### config.mk
export PLATFORM = sky130hd
export DESIGN_NAME = bin_to_bcd_seq_flat
export DESIGN_NICKNAME = d
export VERILOG_FILES = /design/src/rtl/bin_to_bcd_seq_if.sv /design/src/rtl/bin_to_bcd_seq.sv /design/src/flat_wrapper.sv
export SDC_FILE = /design/constraint.sdc
export NUM_CORES = 1
export LEC_CHECK = 0
export CORE_MARGIN = 4
export CORE_UTILIZATION = 30
export CTS_CLUSTER_SIZE = 16
export DETAILED_ROUTE_END_ITERATION = 10
export HOLD_SLACK_MARGIN = 0.1
export MAX_ROUTING_LAYER = met4
export SLEW_MARGIN = 20
export SYNTH_ARGS = -nofsm -noshare
export SYNTH_HDL_FRONTEND = slang
export SYNTH_SLANG_ARGS = --single-unit
### constraint.sdc
create_clock -name clk -period 2.5 [get_ports clk]
set_input_delay 0.5 -clock clk [delete_from_list [all_inputs] [get_ports clk]]
set_output_delay 0.5 -clock clk [all_outputs]
set_load 0.01 [all_outputs]
### src/rtl/bin_to_bcd_seq_if.sv
// Start/done handshake bundle between a binary source and the BCD converter.
// The master drives the request and the value; the slave returns status and digits.
interface bin_to_bcd_seq_if #(
  parameter int BIN_W  = 10,
  parameter int DIGITS = 4
);
  logic                  start;
  logic [BIN_W-1:0]      bin_in;
  logic                  busy;
  logic                  done;
  logic [4*DIGITS-1:0]   bcd;

  modport master (output start, bin_in, input busy, done, bcd);
  modport slave  (input start, bin_in, output busy, done, bcd);
endinterface

### src/rtl/bin_to_bcd_seq.sv
// Sequential shift-and-add-3 binary-to-BCD converter: one bit per clock,
// result registered and held stable between done pulses for the display path.
module bin_to_bcd_seq #(
  parameter int BIN_W  = 10,
  parameter int DIGITS = 4,
  parameter int CNT_W  = 4
) (
  input  logic              clk,
  input  logic              rst,
  bin_to_bcd_seq_if.slave   bus
);
  localparam int BCD_W = 4 * DIGITS;

  typedef enum logic [1:0] {
    IDLE  = 2'd0,
    SHIFT = 2'd1,
    DONE  = 2'd2
  } state_e;

  state_e                   state_q;
  logic [BIN_W-1:0]         bin_q;
  logic [BIN_W-1:0]         bin_d;
  logic [BCD_W-1:0]         scratch_q;
  logic [BCD_W-1:0]         scratch_d;
  logic [BCD_W-1:0]         adj_s;
  logic [BCD_W+BIN_W-1:0]   shifted_s;
  logic [CNT_W-1:0]         count_q;
  logic                     busy_q;
  logic                     done_q;
  logic [BCD_W-1:0]         bcd_q;

  // Digits are corrected independently; no carry ever crosses a nibble boundary.
  function automatic logic [BCD_W-1:0] add3_digits(input logic [BCD_W-1:0] v);
    logic [BCD_W-1:0] r;
    r = v;
    for (int i = 0; i < DIGITS; i++) begin
      if (v[4*i +: 4] >= 4'd5) begin
        r[4*i +: 4] = v[4*i +: 4] + 4'd3;
      end else begin
        r[4*i +: 4] = v[4*i +: 4];
      end
    end
    return r;
  endfunction

  // One double-dabble step: correct digits, then shift {scratch, binary} left.
  always_comb begin
    adj_s     = add3_digits(scratch_q);
    shifted_s = {adj_s, bin_q} << 1;
    scratch_d = shifted_s[BCD_W+BIN_W-1:BIN_W];
    bin_d     = shifted_s[BIN_W-1:0];
  end

  // Control FSM with registered handshake outputs and result register.
  always_ff @(posedge clk or posedge rst) begin
    if (rst) begin
      state_q   <= IDLE;
      bin_q     <= '0;
      scratch_q <= '0;
      count_q   <= '0;
      busy_q    <= 1'b0;
      done_q    <= 1'b0;
      bcd_q     <= '0;
    end else begin
      case (state_q)
        IDLE: begin
          done_q <= 1'b0;
          if (bus.start) begin
            bin_q     <= bus.bin_in;
            scratch_q <= '0;
            count_q   <= '0;
            busy_q    <= 1'b1;
            state_q   <= SHIFT;
          end else begin
            busy_q    <= 1'b0;
          end
        end
        SHIFT: begin
          bin_q     <= bin_d;
          scratch_q <= scratch_d;
          count_q   <= count_q + {{(CNT_W-1){1'b0}}, 1'b1};
          // Final shift: publish the post-shift scratch value directly.
          if (count_q == CNT_W'(BIN_W - 1)) begin
            bcd_q   <= scratch_d;
            busy_q  <= 1'b0;
            done_q  <= 1'b1;
            state_q <= DONE;
          end else begin
            busy_q  <= 1'b1;
          end
        end
        DONE: begin
          busy_q  <= 1'b0;
          done_q  <= 1'b0;
          state_q <= IDLE;
        end
        default: begin
          busy_q  <= 1'b0;
          done_q  <= 1'b0;
          state_q <= IDLE;
        end
      endcase
    end
  end

  assign bus.busy = busy_q;
  assign bus.done = done_q;
  assign bus.bcd  = bcd_q;

endmodule

### src/flat_wrapper.sv
// flat-port wrapper written by rule: the top's interface ports become plain ports
module bin_to_bcd_seq_flat 
#(
  parameter int BIN_W  = 10,
  parameter int DIGITS = 4,
  parameter int CNT_W  = 4
)
  (clk, rst, bus_start, bus_bin_in, bus_busy, bus_done, bus_bcd);
  bin_to_bcd_seq_if #(.BIN_W(BIN_W), .DIGITS(DIGITS)) bus_i ();
  input  logic clk;
  input  logic rst;
  input wire logic [$bits(bus_i.start)-1:0] bus_start;
  input wire logic [$bits(bus_i.bin_in)-1:0] bus_bin_in;
  output wire logic [$bits(bus_i.busy)-1:0] bus_busy;
  output wire logic [$bits(bus_i.done)-1:0] bus_done;
  output wire logic [$bits(bus_i.bcd)-1:0] bus_bcd;
  assign bus_i.start = bus_start;
  assign bus_i.bin_in = bus_bin_in;
  assign bus_busy = bus_i.busy;
  assign bus_done = bus_i.done;
  assign bus_bcd = bus_i.bcd;
  bin_to_bcd_seq #(.BIN_W(BIN_W), .DIGITS(DIGITS), .CNT_W(CNT_W)) u_core (.clk(clk), .rst(rst), .bus(bus_i));
endmodule
* Word level (Yosys, flattened, before mapping)
Index checks and enable logic that the tools add are counted.
** Operators by class
- $lt $le $gt $ge :: 4
- Multiplexer cells :: 18
- Reduce and logical (&&, ||, !) cells :: 5
- Add/subtract/negate cells :: 5
- Equality and inequality tests :: 4
** Operator list (number)
- case mux 16 bit (2 select lines) :: 1
- case mux 10 bit (2 select lines) :: 1
- >= comparator 4 x 3 -> 1 bit, second input constant :: 4
- 2-to-1 mux 16 bit :: 1
- 2-to-1 mux 4 bit :: 4
- adder 4 x 2 -> 4 bit, second input constant :: 3
- 2-to-1 mux 10 bit :: 1
- case mux 4 bit (2 select lines) :: 1
- AND reduction 2 bit :: 3
- adder 4 x 1 -> 4 bit, second input constant :: 1
- == test 4 bit, second input constant :: 1
- 2-to-1 mux 1 bit :: 4
- 2-to-1 mux 2 bit :: 2
- case mux 2 bit (2 select lines) :: 1
- adder 3 x 2 -> 3 bit, second input constant :: 1
- 2-to-1 mux 3 bit :: 1
- == test 2 x 1 -> 1 bit, second input constant :: 1
- logical NOT 2 bit :: 1
- inequality test 2 x 1 -> 1 bit, second input constant :: 1
- inequality test 2 bit, second input constant :: 1
- case mux 1 bit (2 select lines) :: 1
- nonzero test 2 bit :: 1
** Word-level totals
- Word-level logic and storage cells :: 43
- Register bits :: 50

* Longest topological paths before layout
- Word-level depth :: 3
- Mapped depth :: 8
- Mapped depth without buffers :: 7

* Worst setup path after synthesis
No wires, ideal clock.
- Path kind :: reg2reg
- Start :: register u_core.scratch_q[4]
- End :: register u_core.bcd_q[6], in the netlist u_core.bus.bcd[6]
- Cell stages (with the launch flop) :: 6
- Setup time :: 0.083 ns
- Buffers on the path :: 0
- Arrival time :: 1.421 ns
- Setup slack :: 0.997 ns
- Cell sequence :: dfrtp_1 > ha_1 > nand2b_1 > a21oi_1 > mux2_2 > o21ai_0
** On the way
- Word-level cells in the longest chain between the ends :: 2
- Elaborated cells on any way between the ends :: 3
- Classes of those cells :: add/sub (1); order compare (1); mux (1)
** RTL lines
- start: declaration :: RTL line bin_to_bcd_seq.sv:23 : logic [BCD_W-1:0] scratch_q;
- start signal: assignment :: RTL line bin_to_bcd_seq.sv:80 : scratch_q <= scratch_d;
- adder 4 x 2 -> 4 bit or >= comparator 4 x 3 -> 1 bit (tied branches) :: RTL line bin_to_bcd_seq.sv:38, bin_to_bcd_seq.sv:37
- 2-to-1 mux 4 bit * :: RTL line bin_to_bcd_seq.sv:37 : if (v[4*i +: 4] >= 4'd5) begin
- end signal: assignment :: RTL line bin_to_bcd_seq.sv:84 : bcd_q <= scratch_d;
- end: declaration :: RTL line bin_to_bcd_seq.sv:30 : logic [BCD_W-1:0] bcd_q;
Mark *: on every way between the ends. The rest lies on a longest branch, timed or not.
A chain may end at the register's enable or synchronous reset.

* Worst setup path after layout
- Start :: register u_core.count_q[1]
- End :: register u_core.bcd_q[13], in the netlist u_core.bus.bcd[13]
** On the way
- Word-level cells in the longest chain between the ends :: 2
** RTL lines
- start: declaration :: RTL line bin_to_bcd_seq.sv:27 : logic [CNT_W-1:0] count_q;
- start signal: assignment :: RTL line bin_to_bcd_seq.sv:81 : count_q <= count_q + {{(CNT_W-1){1'b0}}, 1'b1};
- == test 4 bit :: RTL line bin_to_bcd_seq.sv:83 : if (count_q == CNT_W'(BIN_W - 1)) begin
- AND reduction 2 bit (no line)
Every way passes these cells.

==> flow_metrics.env <==
export IMPL_status="completed"
export IMPL_crit_required_ns=2.69
export IMPL_syn_area_per_cell_um2=10.1
export IMPL_post_route_min_period_ns=1.76
export IMPL_io_buffers=30
export IMPL_cts_hold_buf=0
export IMPL_fin_crit_sh=0.703
export IMPL_drt_iter0_drc=106
export IMPL_viasPerCell=4.75
export IMPL_final_antenna_net_count=0
export IMPL_cts_sinks=50
export IMPL_cts_buffers=5
export IMPL_cts_root_buf="clkbuf_8"
export IMPL_fmax_mhz=569
export IMPL_report_final_slew_viol_count=0
export IMPL_die_area_um2=9480
export IMPL_cp_arrival_ns=1.94
export IMPL_diodes=0
export IMPL_yosys_warnings=0
export IMPL_p_leak_nw=1.26
export IMPL_die_w_um=97.4
export IMPL_hold_class="reg -> reg"
export IMPL_antenna_found_initial=0
export IMPL_dp_hpwl_um=3250
export IMPL_drive_gt1_frac=0.110
export IMPL_place_gp_congestion=0.794
export IMPL_final_common_cell="dfrtp_1"
export IMPL_cp_end_kind="register"
export IMPL_track_usage=0.106
export IMPL_syn_num_nets=260
export IMPL_overflow=0
export IMPL_start_util=0.309
export IMPL_fp_row_count=32
export IMPL_cts_resized=0
export IMPL_clockBufferDepth=2
export IMPL_rsz0062_at_grt="no"
export IMPL_core_area_um2=7770
export IMPL_cp_max_fo=16
export IMPL_grt_pass1_vias=1738
export IMPL_syn_inst=237
export IMPL_power_density_nw_per_um2=1240
export IMPL_cts_setup_buffers=0
export IMPL_synth_distinct_cells=29
export IMPL_wl_um=4790
export IMPL_setup_viol=0
export IMPL_drc_errors=0
export IMPL_n_fill_cell=807
export IMPL_cts_tree="yes"
export IMPL_setup_tns_ns=0
export IMPL_wl_per_cell_um=12.8
export IMPL_yosysSeqAreaShare=0.522
export IMPL_path_class="reg -> reg"
export IMPL_io_pins=31
export IMPL_worst_slack_ns=0.743
export IMPL_ir_worst_vdd_mv=0.313
export IMPL_worstSetupStartpointType="register"
export IMPL_ys_ff_latch=50
export IMPL_clk_insertion_delay_late_ns=0.31
export IMPL_max_cap_violations=0
export IMPL_num_vias=1775
export IMPL_grt_pass1_wl_um=8100
export IMPL_pre_cts_ws_ns=0.535
export IMPL_final_cell_mix="50 x dfrtp_1, 30 x o21ai_0, 30 x clkdlybuf4s50_1, 25 x nand2_1, 19 x a21oi_1"
export IMPL_worst_slew_pin_slew_ns=0.453
export IMPL_clkTransAtPathRegs_ns=0.09
export IMPL_h_tree_depth=2
export IMPL_synth_area_um2=2400
export IMPL_grt_max_degree=32
export IMPL_hold_viol=0
export IMPL_die_height_um=97.4
export IMPL_relSlewSlack=0.697
export IMPL_clock_skew_ns=0.0148
export IMPL_areaGrowthSynthToFinish_pct=22.1
export IMPL_drtPass1Iterations=4
export IMPL_nets=294
metrics by stage:
| step | power (mW) | cells | hold WS (ns) | cell area, µm² | utilization |
|---|---|---|---|---|---|
| global route | 3.94 | 374 | 0.499 | 2930 | 0.377 |
| CTS | 3.67 | 374 | 0.491 | 2930 | 0.377 |
| floorplan | 2.60 | 237 | 0.468 | 2400 | - |
| detailed placement | 3.20 | 366 | 0.470 | 2840 | 0.366 |
| global placement | 3.16 | 366 | 0.461 | 2840 | 0.366 |
| finish | 3.62 | 374 | 0.480 | 2930 | 0.377 |
synth_stat cells, drive strengths merged:
library cell,n,area share
dfrtp,50,0.52
a22oi,9,0.028
clkbuf,3,0.0047
nand2,26,0.044
inv,11,0.018
a22o,7,0.026
ha,10,0.052
or3b,3,0.011
nand3,1,0.0021
nand2b,6,0.016
a31oi,4,0.010
mux2i,1,0.0042
o21bai,1,0.0031
nor3,5,0.010
xnor2,4,0.015
o21ai,37,0.077
buf,8,0.019
and3b,1,0.0037
nor2b,11,0.029
a21o,1,0.0031
nor2,7,0.011
mux2,8,0.038
a21oi,19,0.040
nor3b,3,0.0094
and2b,1,0.0042
flip-flops by register name, summed over array words and instances, names as in the netlist:
name / cells
u_core.bin_q: 10
u_core.bus.busy: 1
u_core.bus.bcd: 16
u_core.state_q: 2
u_core.scratch_q: 16
u_core.count_q: 4
u_core.bus.done: 1
routing by layer:
layer  global-route usage  routed length, µm  vias up
li1                     -                  -      894
met1                0.136               2310      840
met2                0.167               2210       32
met3               0.0215                184        9
met4               0.0394                 80        0
met5                    -                  0        -
power by group:
part / leakage [nW] / total, mW / switching [mW] / internal, mW
sequential: 0.630 / 1.45 / 0.279 / 1.17
combinational: 0.586 / 1.70 / 0.839 / 0.861
clock: 0.0452 / 0.467 / 0.269 / 0.198
cells by family (layout without fill, tap and decap cells):
kind of cell               count (synthesis)  count (layout)  share of synthesized area
xor gates and xnor gates                   4               4                     0.0146
adders and majority gates                 10              10                     0.0522
buffers and inverters                     22              57                     0.0423
muxes                                      9               9                     0.0418
and+or+nand+nor                           64              64                      0.140
AOI/OAI and AO/OA                         78              78                      0.187
DFF                                       50              50                      0.522
critical path: stages (launching register included):
cell and delay (ns):
dfrtp_1 0.42, inv_1 0.07, ha_1 0.12, and3b_1 0.28, nand2_4 0.18, inv_4 0.21
mux2_2 0.35
worst paths after layout:
check / start / to / slack [ns] / depth (start not counted)
max: u_core.count_q[1] / u_core.bus.bcd[13] / 0.74 / 6
min reg2reg: u_core.bus.bcd[12] / u_core.bus.bcd[12] / 0.48 / 2
min: u_core.bus.bcd[12] / u_core.bus.bcd[12] / 0.48 / 2
max in group asynchronous: rst / u_core.state_q[1] / 1.47 / 3
max reg2reg: u_core.count_q[1] / u_core.bus.bcd[13] / 0.74 / 6
min in group asynchronous: rst / u_core.bin_q[0] / 0.51 / 2
layout make-up:
type | count | area, µm² | share of cell area
inverter | 11 | 43.8 | 0.0150
clock inverter | 2 | 13.8 | 0.00470
timing repair buffer | 38 | 373 | 0.127
sequential | 50 | 1250 | 0.428
tap | 102 | 128 | 0.0436
clock buffer | 6 | 72.6 | 0.0248
multi-input combinational | 165 | 1040 | 0.357
Power figures use the tool's default switching activity.
